[config.mk]
export PLATFORM = sky130hd
export DESIGN_NAME = exe2mem_skid_reg_flat
export DESIGN_NICKNAME = d
export VERILOG_FILES = /design/src/rtl/exe2mem_skid_reg_if.sv /design/src/rtl/exe2mem_skid_reg.sv /design/src/flat_wrapper.sv
export SDC_FILE = /design/constraint.sdc
export NUM_CORES = 1
export LEC_CHECK = 0
export BUFFER_PORTS_ARGS = -buffer_cell sky130_fd_sc_hd__buf_2
export CAP_MARGIN = 5
export CELL_PAD_IN_SITES_DETAIL_PLACEMENT = 1
export CELL_PAD_IN_SITES_GLOBAL_PLACEMENT = 1
export CORE_UTILIZATION = 45
export CTS_CLUSTER_DIAMETER = 100
export DETAILED_ROUTE_END_ITERATION = 8
export PLACE_DENSITY = 0.9
export SKIP_CTS_REPAIR_TIMING = 1
export SYNTH_ARGS = -nofsm -noshare
export SYNTH_HDL_FRONTEND = slang
export SYNTH_SLANG_ARGS = --single-unit
[constraint.sdc]
create_clock -name clk -period 2.4 [get_ports clk]
set_input_delay 0.48 -clock clk [delete_from_list [all_inputs] [get_ports clk]]
set_output_delay 0.48 -clock clk [all_outputs]
set_load 0.01 [all_outputs]
[src/rtl/exe2mem_skid_reg_if.sv]
// EXE->MEM stage boundary bundle: producer handshake, entry fields,
// flush, and the consumer side with the head entry and occupancy.
interface exe2mem_skid_reg_if #(
    parameter int DATA_W = 32,
    parameter int REG_W  = 5
);
    // Producer (EXE) side
    logic              in_valid;
    logic              in_ready;
    logic              WB_EN_IN;
    logic              MEM_R_EN_IN;
    logic              MEM_W_EN_IN;
    logic [DATA_W-1:0] PCIn;
    logic [DATA_W-1:0] ALUResIn;
    logic [DATA_W-1:0] STValIn;
    logic [REG_W-1:0]  destIn;
    logic              flush;

    // Consumer (MEM) side
    logic              out_valid;
    logic              out_ready;
    logic              WB_EN;
    logic              MEM_R_EN;
    logic              MEM_W_EN;
    logic [DATA_W-1:0] PC;
    logic [DATA_W-1:0] ALURes;
    logic [DATA_W-1:0] STVal;
    logic [REG_W-1:0]  dest;
    logic [1:0]        occupancy;

    // View taken by the pipeline register itself
    modport slave (
        input  in_valid, WB_EN_IN, MEM_R_EN_IN, MEM_W_EN_IN,
               PCIn, ALUResIn, STValIn, destIn, flush, out_ready,
        output in_ready, out_valid, WB_EN, MEM_R_EN, MEM_W_EN,
               PC, ALURes, STVal, dest, occupancy
    );

    // View taken by whatever drives and consumes the stage
    modport master (
        output in_valid, WB_EN_IN, MEM_R_EN_IN, MEM_W_EN_IN,
               PCIn, ALUResIn, STValIn, destIn, flush, out_ready,
        input  in_ready, out_valid, WB_EN, MEM_R_EN, MEM_W_EN,
               PC, ALURes, STVal, dest, occupancy
    );
endinterface

[src/rtl/exe2mem_skid_reg.sv]
// EXE->MEM pipeline register with a 2-entry skid buffer (head + skid).
// in_ready is registered, so MEM back-pressure never reaches EXE through
// combinational logic. Supports a synchronous flush and optional
// suppression of write-back to register $zero.
module exe2mem_skid_reg #(
    parameter int DATA_W  = 32,
    parameter int REG_W   = 5,
    parameter int DROP_R0 = 1
) (
    input  logic               clk,
    input  logic               rst,
    exe2mem_skid_reg_if.slave  bus
);

    typedef enum logic [1:0] {
        EMPTY = 2'd0,
        ONE   = 2'd1,
        FULL  = 2'd2
    } state_t;

    typedef struct packed {
        logic              wb_en;
        logic              mem_r_en;
        logic              mem_w_en;
        logic [DATA_W-1:0] pc;
        logic [DATA_W-1:0] alu_res;
        logic [DATA_W-1:0] st_val;
        logic [REG_W-1:0]  dest;
    } entry_t;

    state_t     state;
    entry_t     head;
    entry_t     skid;
    entry_t     in_entry;
    logic       in_ready_q;
    logic       out_valid_q;
    logic [1:0] occ_q;
    logic       in_fire;
    logic       out_fire;
    logic       wb_keep;

    assign in_fire  = bus.in_valid & in_ready_q;
    assign out_fire = out_valid_q & bus.out_ready;

    // A write to $zero is architecturally a no-op, so drop its WB enable here
    assign wb_keep = (DROP_R0 != 0) ? (bus.destIn != '0) : 1'b1;

    // Pack the incoming fields into one entry
    always_comb begin
        in_entry          = '0;
        in_entry.wb_en    = bus.WB_EN_IN & wb_keep;
        in_entry.mem_r_en = bus.MEM_R_EN_IN;
        in_entry.mem_w_en = bus.MEM_W_EN_IN;
        in_entry.pc       = bus.PCIn;
        in_entry.alu_res  = bus.ALUResIn;
        in_entry.st_val   = bus.STValIn;
        in_entry.dest     = bus.destIn;
    end

    // Occupancy FSM plus head/skid storage, with all handshake outputs registered
    always_ff @(posedge clk or negedge rst) begin
        if (!rst) begin
            state       <= EMPTY;
            in_ready_q  <= 1'b1;
            out_valid_q <= 1'b0;
            occ_q       <= 2'd0;
            // NOTE: the data registers are reset as well because their
            // value is visible on the outputs even while the stage is empty.
            head        <= '0;
            skid        <= '0;
        end else if (bus.flush) begin
            // Kill everything held; data fields keep their stale values
            state         <= EMPTY;
            in_ready_q    <= 1'b1;
            out_valid_q   <= 1'b0;
            occ_q         <= 2'd0;
            head.wb_en    <= 1'b0;
            head.mem_r_en <= 1'b0;
            head.mem_w_en <= 1'b0;
            skid.wb_en    <= 1'b0;
            skid.mem_r_en <= 1'b0;
            skid.mem_w_en <= 1'b0;
        end else begin
            // NOTE: non-blocking assignments throughout, so every register
            // here samples the values that existed before this edge.
            unique case (state)
                EMPTY: begin
                    if (in_fire) begin
                        head        <= in_entry;
                        state       <= ONE;
                        out_valid_q <= 1'b1;
                        occ_q       <= 2'd1;
                    end
                end
                ONE: begin
                    if (in_fire && !out_fire) begin
                        skid       <= in_entry;
                        state      <= FULL;
                        in_ready_q <= 1'b0;
                        occ_q      <= 2'd2;
                    end else if (in_fire && out_fire) begin
                        head <= in_entry;
                    end else if (out_fire) begin
                        state       <= EMPTY;
                        out_valid_q <= 1'b0;
                        occ_q       <= 2'd0;
                    end
                end
                FULL: begin
                    // in_ready is 0 here, so only a drain can happen
                    if (out_fire) begin
                        head       <= skid;
                        state      <= ONE;
                        in_ready_q <= 1'b1;
                        occ_q      <= 2'd1;
                    end
                end
                default: begin
                    state       <= EMPTY;
                    in_ready_q  <= 1'b1;
                    out_valid_q <= 1'b0;
                    occ_q       <= 2'd0;
                end
            endcase
        end
    end

    // Control bits read as a bubble whenever no head entry is valid
    assign bus.in_ready  = in_ready_q;
    assign bus.out_valid = out_valid_q;
    assign bus.occupancy = occ_q;
    assign bus.WB_EN     = head.wb_en    & out_valid_q;
    assign bus.MEM_R_EN  = head.mem_r_en & out_valid_q;
    assign bus.MEM_W_EN  = head.mem_w_en & out_valid_q;
    assign bus.PC        = head.pc;
    assign bus.ALURes    = head.alu_res;
    assign bus.STVal     = head.st_val;
    assign bus.dest      = head.dest;

endmodule

[src/flat_wrapper.sv]
// flat-port wrapper written by rule: the top's interface ports become plain ports
module exe2mem_skid_reg_flat 
#(
    parameter int DATA_W  = 32,
    parameter int REG_W   = 5,
    parameter int DROP_R0 = 1
)
  (clk, rst, bus_in_valid, bus_WB_EN_IN, bus_MEM_R_EN_IN, bus_MEM_W_EN_IN, bus_PCIn, bus_ALUResIn, bus_STValIn, bus_destIn, bus_flush, bus_out_ready, bus_in_ready, bus_out_valid, bus_WB_EN, bus_MEM_R_EN, bus_MEM_W_EN, bus_PC, bus_ALURes, bus_STVal, bus_dest, bus_occupancy);
  exe2mem_skid_reg_if #(.DATA_W(DATA_W), .REG_W(REG_W)) bus_i ();
  input  logic clk;
  input  logic rst;
  input wire logic [$bits(bus_i.in_valid)-1:0] bus_in_valid;
  input wire logic [$bits(bus_i.WB_EN_IN)-1:0] bus_WB_EN_IN;
  input wire logic [$bits(bus_i.MEM_R_EN_IN)-1:0] bus_MEM_R_EN_IN;
  input wire logic [$bits(bus_i.MEM_W_EN_IN)-1:0] bus_MEM_W_EN_IN;
  input wire logic [$bits(bus_i.PCIn)-1:0] bus_PCIn;
  input wire logic [$bits(bus_i.ALUResIn)-1:0] bus_ALUResIn;
  input wire logic [$bits(bus_i.STValIn)-1:0] bus_STValIn;
  input wire logic [$bits(bus_i.destIn)-1:0] bus_destIn;
  input wire logic [$bits(bus_i.flush)-1:0] bus_flush;
  input wire logic [$bits(bus_i.out_ready)-1:0] bus_out_ready;
  output wire logic [$bits(bus_i.in_ready)-1:0] bus_in_ready;
  output wire logic [$bits(bus_i.out_valid)-1:0] bus_out_valid;
  output wire logic [$bits(bus_i.WB_EN)-1:0] bus_WB_EN;
  output wire logic [$bits(bus_i.MEM_R_EN)-1:0] bus_MEM_R_EN;
  output wire logic [$bits(bus_i.MEM_W_EN)-1:0] bus_MEM_W_EN;
  output wire logic [$bits(bus_i.PC)-1:0] bus_PC;
  output wire logic [$bits(bus_i.ALURes)-1:0] bus_ALURes;
  output wire logic [$bits(bus_i.STVal)-1:0] bus_STVal;
  output wire logic [$bits(bus_i.dest)-1:0] bus_dest;
  output wire logic [$bits(bus_i.occupancy)-1:0] bus_occupancy;
  assign bus_i.in_valid = bus_in_valid;
  assign bus_i.WB_EN_IN = bus_WB_EN_IN;
  assign bus_i.MEM_R_EN_IN = bus_MEM_R_EN_IN;
  assign bus_i.MEM_W_EN_IN = bus_MEM_W_EN_IN;
  assign bus_i.PCIn = bus_PCIn;
  assign bus_i.ALUResIn = bus_ALUResIn;
  assign bus_i.STValIn = bus_STValIn;
  assign bus_i.destIn = bus_destIn;
  assign bus_i.flush = bus_flush;
  assign bus_i.out_ready = bus_out_ready;
  assign bus_in_ready = bus_i.in_ready;
  assign bus_out_valid = bus_i.out_valid;
  assign bus_WB_EN = bus_i.WB_EN;
  assign bus_MEM_R_EN = bus_i.MEM_R_EN;
  assign bus_MEM_W_EN = bus_i.MEM_W_EN;
  assign bus_PC = bus_i.PC;
  assign bus_ALURes = bus_i.ALURes;
  assign bus_STVal = bus_i.STVal;
  assign bus_dest = bus_i.dest;
  assign bus_occupancy = bus_i.occupancy;
  exe2mem_skid_reg #(.DATA_W(DATA_W), .REG_W(REG_W), .DROP_R0(DROP_R0)) u_core (.clk(clk), .rst(rst), .bus(bus_i));
endmodule
## Word-level counts from Yosys, hierarchy flattened

Cells that the tools add are included.

| word-level totals | value |
|---|---|
| bits of input ports | 109 |
| output and inout port bits | 108 |
| word-level logic and storage cells | 83 |
| bits in registers | 212 |

| cells by class | value |
|---|---|
| reduce and logical (&&, ||, !) cells | 16 |
| bitwise logic cells | 7 |
| muxes and demuxes | 26 |
| equality and inequality tests | 17 |

Operator list:

| operator | number |
|---|---|
| two-way mux 104 bit | 6 |
| one-hot mux 104 bit (3 select lines) | 1 |
| inequality test 3 x 2 -> 1 bit (second input constant) | 5 |
| two-way mux 2 bit | 6 |
| AND reduction 5 bit | 2 |
| two-way mux 1 bit | 8 |
| AND 1 bit | 6 |
| two-way mux 3 bit | 2 |
| inequality test 2 x 1 -> 1 bit (second input constant) | 3 |
| inequality test 2 bit (second input constant) | 3 |
| inequality test 3 bit (second input constant) | 2 |
| one-hot mux 1 bit (3 select lines) | 2 |
| one-hot mux 2 bit (3 select lines) | 1 |
| AND reduction 3 bit | 2 |
| AND reduction 6 bit | 1 |
| nonzero test 5 bit | 1 |
| inequality test 4 x 2 -> 1 bit (second input constant) | 1 |
| inequality test 4 x 3 -> 1 bit (second input constant) | 1 |
| AND reduction 4 bit | 1 |
| nonzero test 2 bit | 2 |
| nonzero test 4 bit | 1 |
| nonzero test 3 bit | 1 |
| equality test 2 x 1 -> 1 bit (second input constant) | 1 |
| equality test 2 bit (second input constant) | 1 |
| other kinds (5) | 6 |

## Depth between registers and ports, before layout

Gate-level depths: netlist of the first run.

| depth | value |
|---|---|
| depth after elaboration | 6 |
| gate-level depth with buffers | 8 |
| mapped depth without buffers | 4 |

## Least setup slack after synthesis of the first run

No wires, ideal clock.

| path | value |
|---|---|
| kind | register -> register |
| start point | register u_core.state[0] |
| end point | register u_core.head (netlist bit u_core.bus.ALURes[20]) |
| setup time | 0.125 ns |
| buffers on the path | 4 |
| path slack | 0.426 ns |
| cell stages (with the launch flop) | 8 |
| arrival time | 1.849 ns |
| data required time | 2.275 ns |
| clock period less this slack | 1.974 ns |
| path through | dfrtp_1 -> buf_2 -> nand2b_1 -> clkbuf_1 -> buf_2 -> buf_2 -> mux2_2 -> mux2_4 |

| between the ends | value |
|---|---|
| cells in the longest elaborated chain, start to end | 3 |
| elaborated cells between the ends (all ways) | 10 |
| those cells by class | eq/ne (6); mux (1); reduce/logical (3) |

Ends and longest elaborated chain:

| element | RTL line | source |
|---|---|---|
| from (decl) | exe2mem_skid_reg.sv:31 | `state_t state;` |
| from (signal assigned) | exe2mem_skid_reg.sv:63 | `state <= EMPTY;` |
| from (signal assigned) | exe2mem_skid_reg.sv:73 | `state <= EMPTY;` |
| from (signal assigned) | exe2mem_skid_reg.sv:90 | `state <= ONE;` |
| equality test 2 bit (tied with other cells) | exe2mem_skid_reg.sv:86 | `unique case (state)` |
| inequality test 2 x 1 -> 1 bit (no line) (tied with other cells) | n/a |  |
| AND reduction 6 bit (no line) | n/a |  |
| to (signal assigned) | exe2mem_skid_reg.sv:89 | `head <= in_entry;` |
| to (signal assigned) | exe2mem_skid_reg.sv:102 | `head <= in_entry;` |
| to (signal assigned) | exe2mem_skid_reg.sv:112 | `head <= skid;` |
| to (decl) | exe2mem_skid_reg.sv:32 | `entry_t head;` |

Several ways; a longest one is shown, not always the timed one.
A chain may end at the register's enable or synchronous reset.

## Worst setup path in the final report of the first run

| path | value |
|---|---|
| start point | register u_core.state[0] |
| end point | register u_core.head (netlist bit u_core.bus.ALURes[11]) |

The elaborated chain is that of the path after synthesis.

==> results of run 1 <==
[worst reg2reg max path, stage by stage (launching register included)]
cell	delay (ns)
sky130_fd_sc_hd__dfrtp_1	0.54
sky130_fd_sc_hd__and4b_1	0.29
sky130_fd_sc_hd__a211oi_4	0.43
sky130_fd_sc_hd__nor2_4	0.15
sky130_fd_sc_hd__buf_12	0.22
sky130_fd_sc_hd__mux2_4	0.38
[logic make-up after synthesis]
family / share of synthesized area [%]
flops: 50.7
buf+inv: 10.4
mux: 36.5
compound gates: 0.826
simple gates: 1.62
[flip-flops by register name, summed over array words and instances, names as in the netlist]
register,count
u_core.bus.PC,32
u_core.state,2
u_core.bus.dest,5
u_core.bus.out_valid,1
u_core.bus.in_ready,1
u_core.bus.ALURes,32
u_core.head,3
u_core.skid,104
u_core.bus.STVal,32
[cell usage after synthesis, drive strengths merged]
library cell | instances | area, µm²
a211oi | 2 | 27.5
a21oi | 3 | 15.0
a221oi | 1 | 8.76
a31oi | 2 | 12.5
and2 | 4 | 25.0
and3 | 1 | 6.26
and3b | 1 | 12.5
and4b | 1 | 10.0
and4bb | 1 | 12.5
buf | 130 | 1040
clkbuf | 7 | 26.3
dfrtp | 211 | 5280
dfstp | 1 | 26.3
inv | 3 | 11.3
mux2 | 305 | 3770
mux2i | 4 | 40.0
nand2 | 7 | 26.3
nand2b | 1 | 6.26
nand3 | 5 | 25.0
nand3b | 1 | 7.51
nor2 | 8 | 32.5
nor3 | 1 | 5.00
o21bai | 1 | 7.51
o22ai | 1 | 6.26
o31a | 1 | 8.76
[power by group through the flow]
| stage | registers [mW] | logic (mW) | clock network, mW |
|---|---|---|---|
| 4_1_cts | 6.23 | 4.39 | 3.54 |
| 3_3_place_gp | 6.09 | 4.15 | 0 |
| 6_report | 6.22 | 4.32 | 3.43 |
| 3_5_place_dp | 6.24 | 4.36 | 0 |
| 5_1_grt | 6.42 | 4.64 | 3.65 |
| 2_1_floorplan | 5.90 | 4.08 | 0 |
[through the flow]
step	std cells	hold WS (ns)	worst slack [ns]	util, %	power (mW)
2_1_floorplan	703	0.184	0.426	-	9.98
4_1_cts	1124	-0.0776	0.289	52.1	14.2
3_3_place_gp	1082	0.465	0.318	48.8	10.2
6_report	1125	0.214	0.286	52.1	14.0
3_5_place_dp	1082	0.468	0.279	48.8	10.6
5_1_grt	1125	0.207	0.184	52.1	14.7
[final cells by class]
cell class | instances | area share (%)
multi-input combinational | 351 | 34.5
timing repair buffer | 232 | 11.3
inverter | 3 | 0.0951
sequential | 212 | 44.8
tap | 285 | 3.01
clock inverter | 8 | 0.381
clock buffer | 34 | 5.83
[how the worst max path moves through the flow]
| stage | from | to | slack (ns) | depth (start not counted) |
|---|---|---|---|---|
| 6_report | u_core.state[0]$_DFFE_PN0P_ | u_core.bus.ALURes[11]$_DFFE_PN0P_ | 0.29 | 5 |
| 3_3_place_gp | bus_out_ready | u_core.bus.ALURes[25]$_DFFE_PN0P_ | 0.32 | 6 |
| 3_5_place_dp | bus_out_ready | u_core.bus.ALURes[11]$_DFFE_PN0P_ | 0.28 | 6 |
| 4_1_cts | u_core.state[0]$_DFFE_PN0P_ | u_core.bus.ALURes[11]$_DFFE_PN0P_ | 0.29 | 5 |
| 2_1_floorplan | u_core.state[0]$_DFFE_PN0P_ | u_core.bus.ALURes[20]$_DFFE_PN0P_ | 0.43 | 7 |
| 5_1_grt | u_core.state[0]$_DFFE_PN0P_ | u_core.bus.ALURes[11]$_DFFE_PN0P_ | 0.18 | 5 |
[metal layers]
layer  GRT usage, %  part of all wire, %  wire, µm  vias to the layer above
li1               -                    -         -                     2595
met1           24.0                   41      9290                     2970
met2           34.2                   51     11600                      151
met3           4.17                  4.8      1080                       44
met4           5.47                  2.7       615                        4
met5              0                 0.12        28                        -
==> reports/qor.json, run 1 <==
{
  "synthesized_instance_count": {"value": 703},
  "tritoncts": {"value": "built"},
  "worstPathRequired": {"value": 2.78, "unit": "ns"},
  "drt-vias-per-instance": {"value": 5.12},
  "power.ir.vdd_worst": {"value": 0.704, "unit": "mV"},
  "fin_crit_sh": {"value": 88.1, "unit": "%"},
  "worstPathMaxFanout": {"value": 29},
  "synthesis.yosys.warnings": {"value": 0},
  "fillCellCount": {"value": 2265},
  "finish.net_count": {"value": 933},
  "timing_worst_slew_pin_value": {"value": 0.502, "unit": "ns"},
  "grt.total_usage": {"value": 19.4, "unit": "%"},
  "multi_input_area": {"value": 0.00409, "unit": "mm²"},
  "clkSinkCount": {"value": 212},
  "cts.path.max_buffers": {"value": 3},
  "cellPowerDensity": {"value": 1180, "unit": "mW/mm²"},
  "synth.cell_area": {"value": 0.0105, "unit": "mm²"},
  "setup-violations-final": {"value": 0},
  "critPathLaunchType": {"value": "flip-flop"},
  "sequential_cell_area": {"value": 0.00531, "unit": "mm²"},
  "synth.avg_cell_area": {"value": 14.9, "unit": "µm²"},
  "grt_overflow": {"value": 0},
  "drcViolationCount": {"value": 0},
  "total_neg_setup_slack": {"value": 0, "unit": "ns"},
  "max_cap_viol_count": {"value": 0},
  "place_hpwl": {"value": 15300, "unit": "µm"},
  "wire_per_inst": {"value": 20.1, "unit": "µm"},
  "first_global_vias": {"value": 6631},
  "reg2regPathDepth": {"value": 5},
  "critical-path-top-delay-family": {"value": "flip-flops"},
  "worstSkewPairLatency": {"value": 0.50, "unit": "ns"},
  "placed_cell_area": {"value": 0.0111, "unit": "mm²"},
  "cp_num_buf_inv": {"value": 1},
  "die_area": {"value": 0.0239, "unit": "mm²"},
  "hold_violations": {"value": 0},
  "mostFrequentLayoutCells": {"value": "215 x sky130_fd_sc_hd__mux2_2, 215 x sky130_fd_sc_hd__buf_2, 211 x sky130_fd_sc_hd__dfrtp_1"},
  "ys_seq_area_share": {"value": 50.7, "unit": "%"},
  "power_frac_clock": {"value": 24.6, "unit": "%"},
  "end_point_of_the_worst_hold_path": {"value": "u_core.skid[42]$_DFFE_PN0P_"},
  "r2r_slack": {"value": 0.29, "unit": "ns"},
  "io_pins": {"value": 217},
  "hold_path.class": {"value": "input port to flip-flop"},
  "final_layout_size_suffix_gt1_share": {"value": 68.9, "unit": "%"},
  "place_congestion": {"value": 0.822},
  "switching_share": {"value": 29.6, "unit": "%"},
  "delay_contributed_by_the_slowest_stage_of_the_critical_path": {"value": 0.54, "unit": "ns"},
  "p_leak": {"value": 5.53, "unit": "nW"},
  "grt_first_pass_wirelength": {"value": 36800, "unit": "µm"},
  "die_height": {"value": 154, "unit": "µm"},
  "worstSetupPathType": {"value": "flip-flop to flip-flop"},
  "seqPwrFrac": {"value": 44.5, "unit": "%"},
  "die_x": {"value": 154, "unit": "µm"},
  "postSynthNetCount": {"value": 812},
  "clock.fmax": {"value": 473, "unit": "MHz"},
  "timing.clock.skew": {"value": 0.0133, "unit": "ns"},
  "layout-area-overhead-vs-synth": {"value": 13.2, "unit": "%"},
  "whs_path_depth": {"value": 2},
  "port_buffers": {"value": 216},
  "rsz0062_at_grt": {"value": "false"},
  "antenna_cells": {"value": 0},
  "initial_antenna_violation_count": {"value": 2},
  "floorplan.core_area": {"value": 0.0227, "unit": "mm²"},
  "cts.htree.levels": {"value": 1},
  "slew_limit_headroom": {"value": 66.5, "unit": "%"},
  "rr_startpoint": {"value": "u_core.state[0]$_DFFE_PN0P_"},
  "worst_hold_startpoint": {"value": "bus_ALUResIn[5]"},
  "cts_inserted_buffers": {"value": 24},
  "detail_route.wirelength": {"value": 22600, "unit": "µm"},
  "routed_via_count": {"value": 5764},
  "ys_types": {"value": 31},
  "final-max-slew-violation-count": {"value": 0},
  "postLayoutCellArea": {"value": 0.0118, "unit": "mm²"},
  "effective_utilization_at_floorplan": {"value": 46.0, "unit": "%"},
  "clock_tree.root_cell": {"value": "sky130_fd_sc_hd__clkbuf_16"},
  "detail_route.first_pass.iterations": {"value": 4},
  "endpoint_class_of_the_critical_path": {"value": "flip-flop"},
  "rr_endpoint": {"value": "u_core.bus.ALURes[11]$_DFFE_PN0P_"},
  "worst_setup_hold_path_clk_slew": {"value": 0.06, "unit": "ns"},
  "ant_nets": {"value": 0},
  "p_int": {"value": 9.83, "unit": "mW"},
  "maximum_number_of_pins_on_one_net_before_global_route_repair": {"value": 63},
  "crit_path_top_delay_cell": {"value": "sky130_fd_sc_hd__dfrtp_1"},
  "placementRows": {"value": 55},
  "dr.first_iter.drc_count": {"value": 178},
  "share_of_total_power_in_combinational_logic": {"value": 30.9, "unit": "%"},
  "ys_seq_elements": {"value": 212},
  "finalWorstPathRequiredPeriod": {"value": 2.11, "unit": "ns"},
  "crit_path_cell_trace": {"value": "and4b_1 > a211oi_4 > nor2_4 > buf_12 > mux2_4"},
  "run_status": {"value": "completed"},
  "worstPathArrival": {"value": 2.50, "unit": "ns"},
  "total_switching_power": {"value": 4.14, "unit": "mW"}
}
Power figures use the tool's default switching activity.
==> run 2: changes to the inputs <==
CORE_UTILIZATION = 34   (was 45)
PLACE_DENSITY = 0.76   (was 0.9)
clock period = 1.75 ns   (was 2.4 ns; I/O delays follow)
==> reports/qor.json, run 2 (same netlist as run 1, synthesis figures left out) <==
{
  "finish.utilization": {"value": 43.6, "unit": "%", "change": "-8.6 points"},
  "timing.clock.skew": {"value": 0.0132, "unit": "ns", "change": "-0.0000565 ns"},
  "finalNonFillerCells": {"value": 1283, "change": "+14%"},
  "drcViolationCount": {"value": 0, "change": "unchanged"},
  "seqPwrFrac": {"value": 41.4, "unit": "%", "change": "-3.1 points"},
  "critPathLaunchType": {"value": "flip-flop"},
  "hold_path.class": {"value": "input port to flip-flop"},
  "hold_slack": {"value": 0.0704, "unit": "ns", "change": "-0.144 ns"},
  "fillCellCount": {"value": 3089, "change": "+36%"},
  "finalWorstPathRequiredPeriod": {"value": 1.88, "unit": "ns", "change": "-0.233 ns"},
  "layout-area-overhead-vs-synth": {"value": 24.8, "unit": "%"},
  "p_leak": {"value": 6.12, "unit": "nW", "change": "+11%"},
  "clock_tree.root_cell": {"value": "sky130_fd_sc_hd__clkbuf_16"},
  "worstSkewPairLatency": {"value": 0.52, "unit": "ns", "change": "+0.02 ns"},
  "layout.cells.most_common": {"value": "sky130_fd_sc_hd__buf_2"},
  "largest-register": {"value": "u_core.skid"},
  "ant_nets": {"value": 0, "change": "unchanged"},
  "worstPathArrival": {"value": 2.28, "unit": "ns", "change": "-0.22 ns"},
  "cts_inserted_buffers": {"value": 26, "change": "+8.3%"},
  "initial_antenna_violation_count": {"value": 4, "change": "+2"},
  "grt_first_pass_wirelength": {"value": 36200, "unit": "µm", "change": "-1.8%"},
  "placementRows": {"value": 63, "change": "+15%"},
  "share_of_total_power_in_combinational_logic": {"value": 32.6, "unit": "%", "change": "+1.7 points"},
  "total_neg_setup_slack": {"value": -18.87, "unit": "ns", "change": "-18.87 ns"},
  "post-route-worst-setup-slack": {"value": -0.131, "unit": "ns", "change": "-0.417 ns"},
  "io_pins": {"value": 217, "change": "unchanged"},
  "worstSetupPathType": {"value": "flip-flop to flip-flop"},
  "port_buffers": {"value": 216, "change": "unchanged"},
  "place_congestion": {"value": 0.755, "change": "-8.1%"},
  "cellPowerDensity": {"value": 1580, "unit": "mW/mm²", "change": "+34%"},
  "max_reg_flops": {"value": 104, "change": "unchanged"},
  "numPlacedInstances": {"value": 1207, "change": "+12%"},
  "effective_utilization_at_floorplan": {"value": 34.9, "unit": "%", "change": "-11 points"},
  "power.ir.vdd_worst": {"value": 0.682, "unit": "mV", "change": "-3.1%"},
  "timing_worst_slew_pin_value": {"value": 0.302, "unit": "ns", "change": "-0.200 ns"},
  "cts.htree.levels": {"value": 1, "change": "unchanged"},
  "slew_limit_headroom": {"value": 79.9, "unit": "%", "change": "+13 points"},
  "floorplan.core_area": {"value": 0.0300, "unit": "mm²", "change": "+32%"},
  "mostFrequentLayoutCells": {"value": "212 x sky130_fd_sc_hd__buf_2, 210 x sky130_fd_sc_hd__dfrtp_1, 156 x sky130_fd_sc_hd__mux2_2"},
  "power_frac_clock": {"value": 26.0, "unit": "%", "change": "+1.4 points"},
  "dr.first_iter.drc_count": {"value": 228, "change": "+28%"},
  "hold_violations": {"value": 0, "change": "unchanged"},
  "grt.total_usage": {"value": 14.5, "unit": "%", "change": "-4.9 points"},
  "cts.path.max_buffers": {"value": 3, "change": "unchanged"},
  "finish.net_count": {"value": 980, "change": "+5.0%"},
  "place_hpwl": {"value": 15400, "unit": "µm", "change": "+0.70%"},
  "worstPathRequired": {"value": 2.14, "unit": "ns", "change": "-0.64 ns"},
  "routed_via_count": {"value": 6086, "change": "+5.6%"},
  "run_status": {"value": "finished with violations"},
  "wire_per_inst": {"value": 20.5, "unit": "µm", "change": "+1.8%"},
  "die_x": {"value": 177, "unit": "µm", "change": "+15%"},
  "tritoncts": {"value": "built"},
  "maximum_number_of_pins_on_one_net_before_global_route_repair": {"value": 55, "change": "-13%"},
  "switching_share": {"value": 28.9, "unit": "%", "change": "-0.70 points"},
  "grt_overflow": {"value": 0, "change": "unchanged"},
  "clock.fmax": {"value": 532, "unit": "MHz", "change": "+12%"},
  "die_area": {"value": 0.0315, "unit": "mm²", "change": "+32%"},
  "first_global_vias": {"value": 6612, "change": "-0.29%"},
  "final_layout_size_suffix_gt1_share": {"value": 71.2, "unit": "%", "change": "+2.3 points"},
  "drt-vias-per-instance": {"value": 4.74, "change": "-7.4%"},
  "worstPathMaxFanout": {"value": 6, "change": "-79%"},
  "final-max-slew-violation-count": {"value": 0, "change": "unchanged"},
  "max_cap_viol_count": {"value": 0, "change": "unchanged"},
  "endpoint_class_of_the_critical_path": {"value": "flip-flop"},
  "detail_route.first_pass.iterations": {"value": 4, "change": "unchanged"},
  "clkSinkCount": {"value": 212, "change": "unchanged"},
  "setup-violations-final": {"value": 205, "change": "+205"},
  "failed_checks": {"value": "negative setup slack"},
  "die_height": {"value": 177, "unit": "µm", "change": "+15%"},
  "rsz0062_at_grt": {"value": "true"},
  "detail_route.wirelength": {"value": 26300, "unit": "µm", "change": "+16%"},
  "total_switching_power": {"value": 5.96, "unit": "mW", "change": "+44%"},
  "fin_crit_sh": {"value": 108, "unit": "%", "change": "+19 points"},
  "worst_setup_hold_path_clk_slew": {"value": 0.06, "unit": "ns", "change": "about the same"},
  "p_int": {"value": 14.7, "unit": "mW", "change": "+49%"},
  "minimum_setup_slack_after_placement": {"value": -0.194, "unit": "ns", "change": "-0.473 ns"}
}
run 2: cell types whose count changed in the layout (fill, tap and decap cells not counted), moves of 12 or more:
cell | before | now
sky130_fd_sc_hd__mux2_2 | 215 | 156
sky130_fd_sc_hd__buf_4 | 5 | 20
sky130_fd_sc_hd__mux2_4 | 90 | 149
sky130_fd_sc_hd__buf_6 | 0 | 12
sky130_fd_sc_hd__clkbuf_16 | 25 | 37
run 2: power by group through the flow:
stage	Clock [mW]	Sequential [mW]	Combinational, mW
global route	5.71	8.83	7.23
CTS	5.52	8.48	6.05
finish	5.36	8.53	6.73
detailed placement	0	8.51	6.02
global placement	0	8.35	5.80
floorplan	0	8.09	5.62
run 2: through the flow:
stage	power, mW	area, µm²
after floorplan	13.7	10500
after global placement	14.2	11400
after detailed placement	14.5	11400
after CTS	20.0	12300
after global routing	21.8	13000
final	20.6	13000
run 2: critical path: stages (launching register included):
cell	delay [ns]
sky130_fd_sc_hd__dfstp_2	0.54
sky130_fd_sc_hd__and4bb_2	0.28
sky130_fd_sc_hd__a211oi_4	0.06
sky130_fd_sc_hd__nor2_4	0.20
sky130_fd_sc_hd__buf_6	0.18
sky130_fd_sc_hd__clkbuf_16	0.18
sky130_fd_sc_hd__mux2_4	0.31
run 2: final timing paths:
kind                                            startpoint                                 to  slack, ns  cells past startpoint
max                        u_core.bus.in_ready$_DFFE_PN1P_    u_core.bus.STVal[9]$_DFFE_PN0P_      -0.13                      6
min                                           bus_PCIn[27]        u_core.skid[96]$_DFFE_PN0P_       0.07                      2
max reg2reg                u_core.bus.in_ready$_DFFE_PN1P_    u_core.bus.STVal[9]$_DFFE_PN0P_      -0.13                      6
min reg2reg                     u_core.skid[5]$_DFFE_PN0P_         u_core.skid[5]$_DFFE_PN0P_       0.50                      1
max in group asynchronous                              rst  u_core.bus.ALURes[19]$_DFFE_PN0P_       0.83                      3
min in group asynchronous                              rst      u_core.bus.PC[10]$_DFFE_PN0P_       0.29                      2
run 2: layout make-up:
type                            instances  area (µm²)  area share, %
Sequential cell                       212        5310           40.7
Multi-Input combinational cell        351        4330           33.2
Timing Repair Buffer                  277        2050           15.7
Clock buffer                           36         739           5.67
Tap cell                              390         488           3.74
Clock inverter                         11         111          0.854
Inverter                                3        11.3         0.0863
Antenna cell                            3        7.51         0.0575
run 2: per-layer routing:
metal	global-route usage, %	part of all wire (%)
met3	4.03	6.3
met1	18.3	44
met5	0	0.050
met2	24.6	48
met4	3.49	1.3
